**src/rtl/clk_en_gen_pkg.sv**
```systemverilog
// Shared state encoding and divisor constants for the clock-enable generator.
package clk_en_gen_pkg;

    typedef enum logic [1:0] {
        StIdle = 2'd0,
        StRun  = 2'd1,
        StDone = 2'd2
    } state_e;

    // 1 Hz strobe from the 100 MHz board clock.
    localparam int unsigned BoardDefaultDiv = 100000000;

    // Small divisors that keep simulation runs short.
    localparam int unsigned BenchDefaultDiv = 4;
    localparam int unsigned BenchBurstDiv   = 3;
    localparam int unsigned BenchFastDiv    = 2;

endpackage

```
**src/rtl/clk_en_gen_mod_counter.sv**
```systemverilog
// Modulo counter: counts 0..modulus-1 while enabled, flags the terminal value.
module clk_en_gen_mod_counter #(
    parameter int unsigned CNT_W = 27
) (
    input  logic             clk,
    input  logic             reset_n,
    input  logic             clr_i,
    input  logic             en_i,
    input  logic [CNT_W-1:0] modulus_i,
    output logic             tc_o
);

    logic [CNT_W-1:0] count_q, count_d;

    always_comb begin
        // >= rather than == so a stale count above the modulus still wraps.
        tc_o    = count_q >= (modulus_i - 1'b1);
        count_d = count_q;
        if (clr_i) begin
            count_d = '0;
        end else if (en_i) begin
            count_d = tc_o ? '0 : count_q + 1'b1;
        end
    end

    always_ff @(posedge clk) begin
        if (!reset_n) begin
            count_q <= '0;
        end else begin
            count_q <= count_d;
        end
    end

endmodule

```
**src/rtl/clk_en_gen.sv**
```systemverilog
// Programmable clock-enable strobe generator with continuous and burst modes.
module clk_en_gen
    import clk_en_gen_pkg::*;
#(
    parameter int unsigned CNT_W       = 27,
    parameter int unsigned DEFAULT_DIV = BoardDefaultDiv,
    parameter int unsigned BURST_W     = 16
) (
    input  logic               clk,
    input  logic               reset_n,
    input  logic               start,
    input  logic               stop,
    input  logic               div_load,
    input  logic [CNT_W-1:0]   div_in,
    input  logic [BURST_W-1:0] burst_len,
    output logic               clk_en,
    output logic               busy,
    output logic               done,
    output logic [CNT_W-1:0]   div_cur
);

    state_e               state_q, state_d;
    logic                 clk_en_q, clk_en_d;
    logic                 busy_q, busy_d;
    logic                 done_q, done_d;
    logic [CNT_W-1:0]     div_cur_q, div_cur_d;
    logic [CNT_W-1:0]     pend_div_q, pend_div_d;
    logic                 pend_vld_q, pend_vld_d;
    logic [BURST_W-1:0]   pulse_q, pulse_d;
    logic [BURST_W-1:0]   burst_q, burst_d;
    logic [BURST_W-1:0]   pulse_inc;
    logic                 load_ok;
    logic                 run;
    logic                 tc;

    assign run = (state_q == StRun);

    clk_en_gen_mod_counter #(
        .CNT_W (CNT_W)
    ) u_period (
        .clk       (clk),
        .reset_n   (reset_n),
        .clr_i     (!run || stop),
        .en_i      (run),
        .modulus_i (div_cur_q),
        .tc_o      (tc)
    );

    always_comb begin
        state_d    = state_q;
        clk_en_d   = 1'b0;
        busy_d     = busy_q;
        done_d     = 1'b0;
        div_cur_d  = div_cur_q;
        pend_div_d = pend_div_q;
        pend_vld_d = pend_vld_q;
        pulse_d    = pulse_q;
        burst_d    = burst_q;
        pulse_inc  = pulse_q + 1'b1;
        load_ok    = div_load && (div_in != '0);

        unique case (state_q)
            StIdle: begin
                if (load_ok) begin
                    div_cur_d = div_in;
                end
                if (start && !stop) begin
                    state_d = StRun;
                    busy_d  = 1'b1;
                    pulse_d = '0;
                    burst_d = burst_len;
                end
            end
            StRun: begin
                if (load_ok) begin
                    pend_vld_d = 1'b1;
                    pend_div_d = div_in;
                end
                if (stop) begin
                    state_d    = StIdle;
                    busy_d     = 1'b0;
                    pend_vld_d = 1'b0;
                    if (load_ok) begin
                        div_cur_d = div_in;
                    end else if (pend_vld_q) begin
                        div_cur_d = pend_div_q;
                    end
                end else if (tc) begin
                    clk_en_d = 1'b1;
                    pulse_d  = pulse_inc;
                    // The period just ending used the old divisor; the new one starts now.
                    if (pend_vld_q) begin
                        div_cur_d  = pend_div_q;
                        pend_vld_d = load_ok;
                    end
                    if ((burst_q != '0) && (pulse_inc == burst_q)) begin
                        state_d = StDone;
                    end
                end
            end
            StDone: begin
                state_d    = StIdle;
                busy_d     = 1'b0;
                done_d     = 1'b1;
                pend_vld_d = 1'b0;
                if (load_ok) begin
                    div_cur_d = div_in;
                end else if (pend_vld_q) begin
                    div_cur_d = pend_div_q;
                end
            end
            default: begin
                state_d = StIdle;
                busy_d  = 1'b0;
            end
        endcase
    end

    always_ff @(posedge clk) begin
        if (!reset_n) begin
            state_q    <= StIdle;
            clk_en_q   <= 1'b0;
            busy_q     <= 1'b0;
            done_q     <= 1'b0;
            div_cur_q  <= CNT_W'(DEFAULT_DIV);
            pend_div_q <= '0;
            pend_vld_q <= 1'b0;
            pulse_q    <= '0;
            burst_q    <= '0;
        end else begin
            state_q    <= state_d;
            clk_en_q   <= clk_en_d;
            busy_q     <= busy_d;
            done_q     <= done_d;
            div_cur_q  <= div_cur_d;
            pend_div_q <= pend_div_d;
            pend_vld_q <= pend_vld_d;
            pulse_q    <= pulse_d;
            burst_q    <= burst_d;
        end
    end

    assign clk_en  = clk_en_q;
    assign busy    = busy_q;
    assign done    = done_q;
    assign div_cur = div_cur_q;

endmodule

```
**config.mk**
```make
export PLATFORM = sky130hd
export DESIGN_NAME = clk_en_gen
export DESIGN_NICKNAME = d
export VERILOG_FILES = /design/src/rtl/clk_en_gen_pkg.sv /design/src/rtl/clk_en_gen_mod_counter.sv /design/src/rtl/clk_en_gen.sv
export SDC_FILE = /design/constraint.sdc
export NUM_CORES = 1
export LEC_CHECK = 0
export ABC_CLOCK_PERIOD_IN_PS = 12300
export CAP_MARGIN = 20
export CORE_ASPECT_RATIO = 0.7
export CORE_MARGIN = 1
export CORE_UTILIZATION = 30
export CTS_CLUSTER_DIAMETER = 50
export CTS_CLUSTER_SIZE = 12
export DETAILED_ROUTE_END_ITERATION = 10
export GPL_TIMING_DRIVEN = 0
export SLEW_MARGIN = 20
export SYNTH_ARGS = -nofsm -noshare
export SYNTH_HDL_FRONTEND = slang
export SYNTH_SLANG_ARGS = --single-unit
```
**constraint.sdc**
```tcl
create_clock -name clk -period 12.3 [get_ports clk]
set_input_delay 1.23 -clock clk [delete_from_list [all_inputs] [get_ports clk]]
set_output_delay 1.23 -clock clk [all_outputs]
set_load 0.02 [all_outputs]
```
==> Yosys cells after proc, flatten, opt, wreduce, memory -nomap -nowiden <==
Cells that the tools add are included.
{ "op_classes": {"addsub": 3, "mul": 0, "div": 0, "magnitude_cmp": 1, "eq_ne": 10, "n_shift": 0, "muxes": 26, "bitwise": 2, "reduce_logical": 20} }
{ "op_table": {"columns": ["cell", "count"], "rows": [
  ["$mux 27", 6],
  ["$pmux 27 s3", 1],
  ["$mux 16", 3],
  ["$pmux 16 s2", 1],
  ["$add 27x1->27 const B", 1],
  ["$ge 27x27->1", 1],
  ["$reduce_bool 27->1", 1],
  ["$sub 27x1->27 const B", 1],
  ["$add 16x1->16 const B", 1],
  ["$eq 16x16->1", 1],
  ["$reduce_bool 16->1", 1],
  ["$mux 1", 8],
  ["$mux 2", 4],
  ["$ne 2x2->1 const B", 4],
  ["$ne 3x2->1 const B", 2],
  ["$reduce_and 2->1", 3],
  ["$reduce_and 3->1", 2],
  ["$pmux 1 s2", 2],
  ["$pmux 2 s2", 1],
  ["$reduce_and 4->1", 1],
  ["$reduce_bool 2->1", 2],
  ["$logic_and 1x1->1", 3],
  ["$reduce_bool 3->1", 1],
  ["$reduce_or 3->1", 1],
  ["other kinds (8)", 10]
]} }
{ "word_totals": {"regBits": 119, "latch_bits": 0, "ram_bits": 0, "mem_bits_ro": 0, "out_inout_bits": 30, "n_memories": 0} }

==> Longest topological paths before layout <==
{ "depth": {"word_depth": 7, "mapped_depth": 17} }

==> Cells and area by module <==
Synthesis repeated with hierarchy kept, for this count alone.
{ "hier_totals": {"cells_unflattened": 850, "hier_area_um2": 7125.6} }
{ "by_module_without_submodules": {"columns": ["module", "n_inst", "cells_each", "area_each_um2", "seq_area_each_um2"], "rows": [
  ["clk_en_gen", 1, 569, 4819.6, 1841.8],
  ["clk_en_gen_mod_counter", 1, 281, 2306.0, 540.5]
]} }

==> Worst setup path after synthesis <==
No wires, ideal clock.
{ "synth_timing": {"path_kind": "reg-to-reg", "start": "reg div_cur_q[9], in the netlist div_cur[9]", "end": "reg div_cur_q[9], in the netlist div_cur[9]", "setup_ns": 0.086, "arrival_time_ns": 3.936, "required_time_ns": 12.214, "setup_slack_ns": 8.278, "path_stages_with_launch": 17, "n_path_buf": 1, "cell_sequence": "dfxtp_1 or4_1 or2_2 or3_4 nor2b_4 nand2_1 nor4_2 xnor2_1 ha_1 and4_1 nand2_1 nor2_1 inv_1 o211ai_1 clkbuf_1 a21oi_1 a211oi_1"} }
{ "synth_via": {"elab_chain_len": 4, "word_cells_on_any_way": 9, "cone_classes": "1 x add/sub; 1 x order compare; 1 x eq/ne; 5 x mux; 1 x reduce/logical"} }
{ "synth_lines": {"columns": ["element", "line_no", "rtl"], "rows": [
  ["start, declared", "clk_en_gen.sv:26", "logic [CNT_W-1:0] div_cur_q, div_cur_d;"],
  ["start signal, assigned", "clk_en_gen.sv:125", "div_cur_q <= CNT_W'(DEFAULT_DIV);"],
  ["start signal, assigned", "clk_en_gen.sv:135", "div_cur_q <= div_cur_d;"],
  ["$sub 27x1->27 / $mux 27 (equally long branches)", null, null],
  ["$ge 27x27->1 (tied with other cells)", "clk_en_gen_mod_counter.sv:17", "tc_o = count_q >= (modulus_i - 1'b1);"],
  ["$ne 3x2->1 (no source line) / $mux 27 (equally long branches)", null, null],
  ["$reduce_and 3->1 (no source line) / $pmux 27 s3 (equally long branches)", null, null]
]} }
Several ways; a longest one is shown, not always the timed one. The select of a mux whose other input is x is not followed.
A chain may end at the register's enable or synchronous reset.

==> Worst setup path in the final report <==
{ "layout_timing": {"start": "reg div_cur_q[5], in the netlist div_cur[5]", "end": "reg div_cur_q[10], in the netlist div_cur[10]"} }
{ "layout_via": {"elab_chain_len": 4} }
{ "layout_lines": {"columns": ["element", "line_no"], "rows": [
  ["$sub 27x1->27", "clk_en_gen_mod_counter.sv:17"],
  ["$ge 27x27->1", "clk_en_gen_mod_counter.sv:17"],
  ["$ne 3x2->1 (no source line)", null],
  ["$reduce_and 3->1 (no source line)", null]
]} }
Every way passes these cells.

==> metrics.md <==
| Metric | Value |
|---|---|
| Yosys cell types | `61` |
| Setup TNS | `0 ns` |
| Clk slew on worst S/H paths | `0.06 ns` |
| CTS H-tree lvls | `4` |
| Synth top area share | `33.3%` |
| Setup crit start kind | `flip-flop` |
| CP Launch Point | `div_cur[5]$_SDFFE_PN0P_` |
| Syn Nets | `934` |
| Fraction of layout cells with a size suffix above 1 | `9.06%` |
| Placed Area | `8310 um^2` |
| Final Cell Area | `8960 um^2` |
| EDFF count, synth | `0` |
| Nets | `1029` |
| Drt initial violations | `673` |
| Drt first pass iters | `5` |
| Antenna violations before repair | `0` |
| Crit Path Max Fanout | `10` |
| RSZ-0062 raised after global routing | `false` |
| Worst hold path class | `flip-flop to flip-flop` |
| Die extent in x | `187 um` |
| Max_slew headroom | `38.1%` |
| Max IR drop VDD | `112 uV` |
| Number of port buffers | `76` |
| Static leakage | `0.00321 uW` |
| Clock Sink Count | `119` |
| CP arrival | `5.37 ns` |
| Post-synthesis sequential area ratio | `33.3%` |
| DR vias | `7095` |
| Via density | `5.58` |
| Syn. warnings | `0` |
| Syn avg cell area | `8.40 um^2` |
| Per-cell routed wire length | `18.8 um` |
| Asr flop ratio synth | `0%` |
| Vias in the first global route | `6465` |
| # setup viols final | `0` |
| Pwr dens | `157 nW/um^2` |
| Final antenna-violating net count | `0` |
| CP Capture Type | `flip-flop` |
| Mapped Area | `7160 um^2` |
| Req. time, crit path | `12.64 ns` |
| Io pins | `78` |
| Root buffer cell | `clkbuf_16` |
| Top FF cell, synth | `dfxtp_1` |
| Setup CP Type | `flip-flop to flip-flop` |
| Hold buffers post-CTS | `0` |
| Gr ovfl total | `0` |
| First-pass GRT wire length | `37200 um` |
| DPL Wire Length | `17800 um` |
| CTS Buf Count | `17` |
| Antenna Cells | `0` |
| Yosys reg bits | `119` |
| Count of final hold-check violations | `0` |
| P&R area growth vs syn | `25.2%` |
| Cts repair resizes | `0` |
| Drt total wl | `23900 um` |
| Total GRT Usage | `19.5%` |
| # fillers | `2376` |
| Residual DRC count | `0` |
| Crit path time final | `5.03 ns` |
| Row count | `46` |
| Clk buf depth | `2` |
| RR Startpoint | `div_cur[5]$_SDFFE_PN0P_` |
| Largest area contributor in the netlist | `dfxtp_1` |
| Slew Viols, Final | `0` |
| Final Wtd Congestion | `0.899` |
| Worst Hold Launch | `pend_div_q[15]$_SDFFE_PN0P_` |
| Core region area | `23000 um^2` |
| CTS tree | `done` |
| Post-synthesis cell count | `852` |
| Most instantiated library cell after synthesis | `dfxtp_1` |
| Post-CTS Setup Inserts | `0` |
| Top cells by count, synth | `dfxtp_1, nand2_1, nor2_1` |
| Slew @ Worst Pin | `0.920 ns` |
| Initial Util | `31.1%` |
| Total power | `1400 uW` |
| Fin crit share | `40.9%` |
| Die area | `24500 um^2` |
| Die Y | `131 um` |
| Clock skew | `0.00881 ns` |
| Area contributors post-synth | `dfxtp_1, ha_1, xnor2_1` |
| Fmax | `0.199 GHz` |
| Largest net degree at the start of global routing | `17` |
| Worst skew pair latency | `0.43 ns` |
| Max cap viols | `0` |
| Run status | `finished clean` |
==> layer usage <==
metal	vias up	part of all wire [%]	track usage, %
li1	3340	-	-
met1	3402	52	31.3
met2	323	38	25.2
met3	30	8.7	4.14
met4	0	1.1	5.24
met5	-	0	0
==> registers in the layout (all words and copies together), names as in the netlist <==
signal            flops
div_cur              27
pend_div_q           27
u_period.count_q     27
burst_q              16
pulse_q              16
state_q               2
busy                  1
clk_en                1
done                  1
pend_vld_q            1
==> cells by family (layout without fill, tap and decap cells) <==
family                   count (synthesis)  count (layout)  share of synthesized area [%]
XOR/XNOR                                66              66                           8.08
adder cells (fa/ha/maj)                 34              34                           5.95
buffers and inverters                   75             183                           4.28
AO/OA/AOI/OAI                          180             180                           17.3
multiplexers                            52              52                           7.71
flip-flops                             119             119                           33.3
AND/OR/NAND/NOR                        326             326                           23.4
==> worst paths after layout <==
path / end / slack, ns / depth (start not counted)
setup / recovery: div_cur[10]$_SDFFE_PN0P_ / 7.27 / 17
setup reg to reg: div_cur[10]$_SDFFE_PN0P_ / 7.27 / 17
hold / removal: pend_div_q[15]$_SDFFE_PN0P_ / 0.47 / 2
hold reg to reg: pend_div_q[15]$_SDFFE_PN0P_ / 0.47 / 2
==> critical path: stages (launching register included) <==
cell,delay [ns]
dfxtp_1,0.33
clkbuf_1,0.20
nor4_1,0.41
nand4_1,0.36
or3_4,0.51
nor2b_4,0.16
nand2_1,0.10
nor4_2,0.18
xnor2_1,0.10
ha_1,0.29
and4_1,0.23
nand2_1,0.12
nor2_1,0.43
inv_1,0.15
o211ai_1,0.58
clkbuf_1,0.45
a21oi_1,0.14
a211oi_1,0.22
==> layout by cell type (no fill, tap or decap), drive strengths merged, types with 26 or more instances in the layout <==
master         synthesis  layout
a21oi                 50      50
xnor2                 40      40
clkbuf                39      59
xor2                  26      26
nor2                  83      83
nand3                 34      34
ha                    34      34
o21ai                 33      33
dfxtp                119     119
a32oi                 27      27
nand2                 89      89
clkdlybuf4s50          0      76
mux2i                 27      27
==> report_power, final <==
part           internal, uW  switching, uW
registers               417           51.0
clock network           369            196
logic                   150            221
==> per-stage QoR <==
| stage | util (%) | setup WS [ns] | hold slack [ns] | cells |
|---|---|---|---|---|
| global route | 38.9 | 6.93 | 0.472 | 1272 |
| global placement | 36.1 | 7.47 | 0.446 | 1240 |
| CTS | 38.9 | 7.34 | 0.465 | 1272 |
| finish | 38.9 | 7.27 | 0.466 | 1272 |
| floorplan | - | 8.28 | 0.433 | 852 |
| detailed placement | 36.1 | 7.43 | 0.457 | 1240 |
==> layout make-up <==
cell class                      instances  area, um^2  area share, %
Buffer                                 54         228           2.54
Clock buffer                           20         457           5.10
Clock inverter                         12         199           2.22
Inverter                               21        78.8          0.880
Multi-Input combinational cell        658        4470           49.8
Sequential cell                       119        2380           26.6
Tap cell                              312         390           4.36
Timing Repair Buffer                   76         761           8.49
Note: power is estimated with default switching activity, not from simulation.
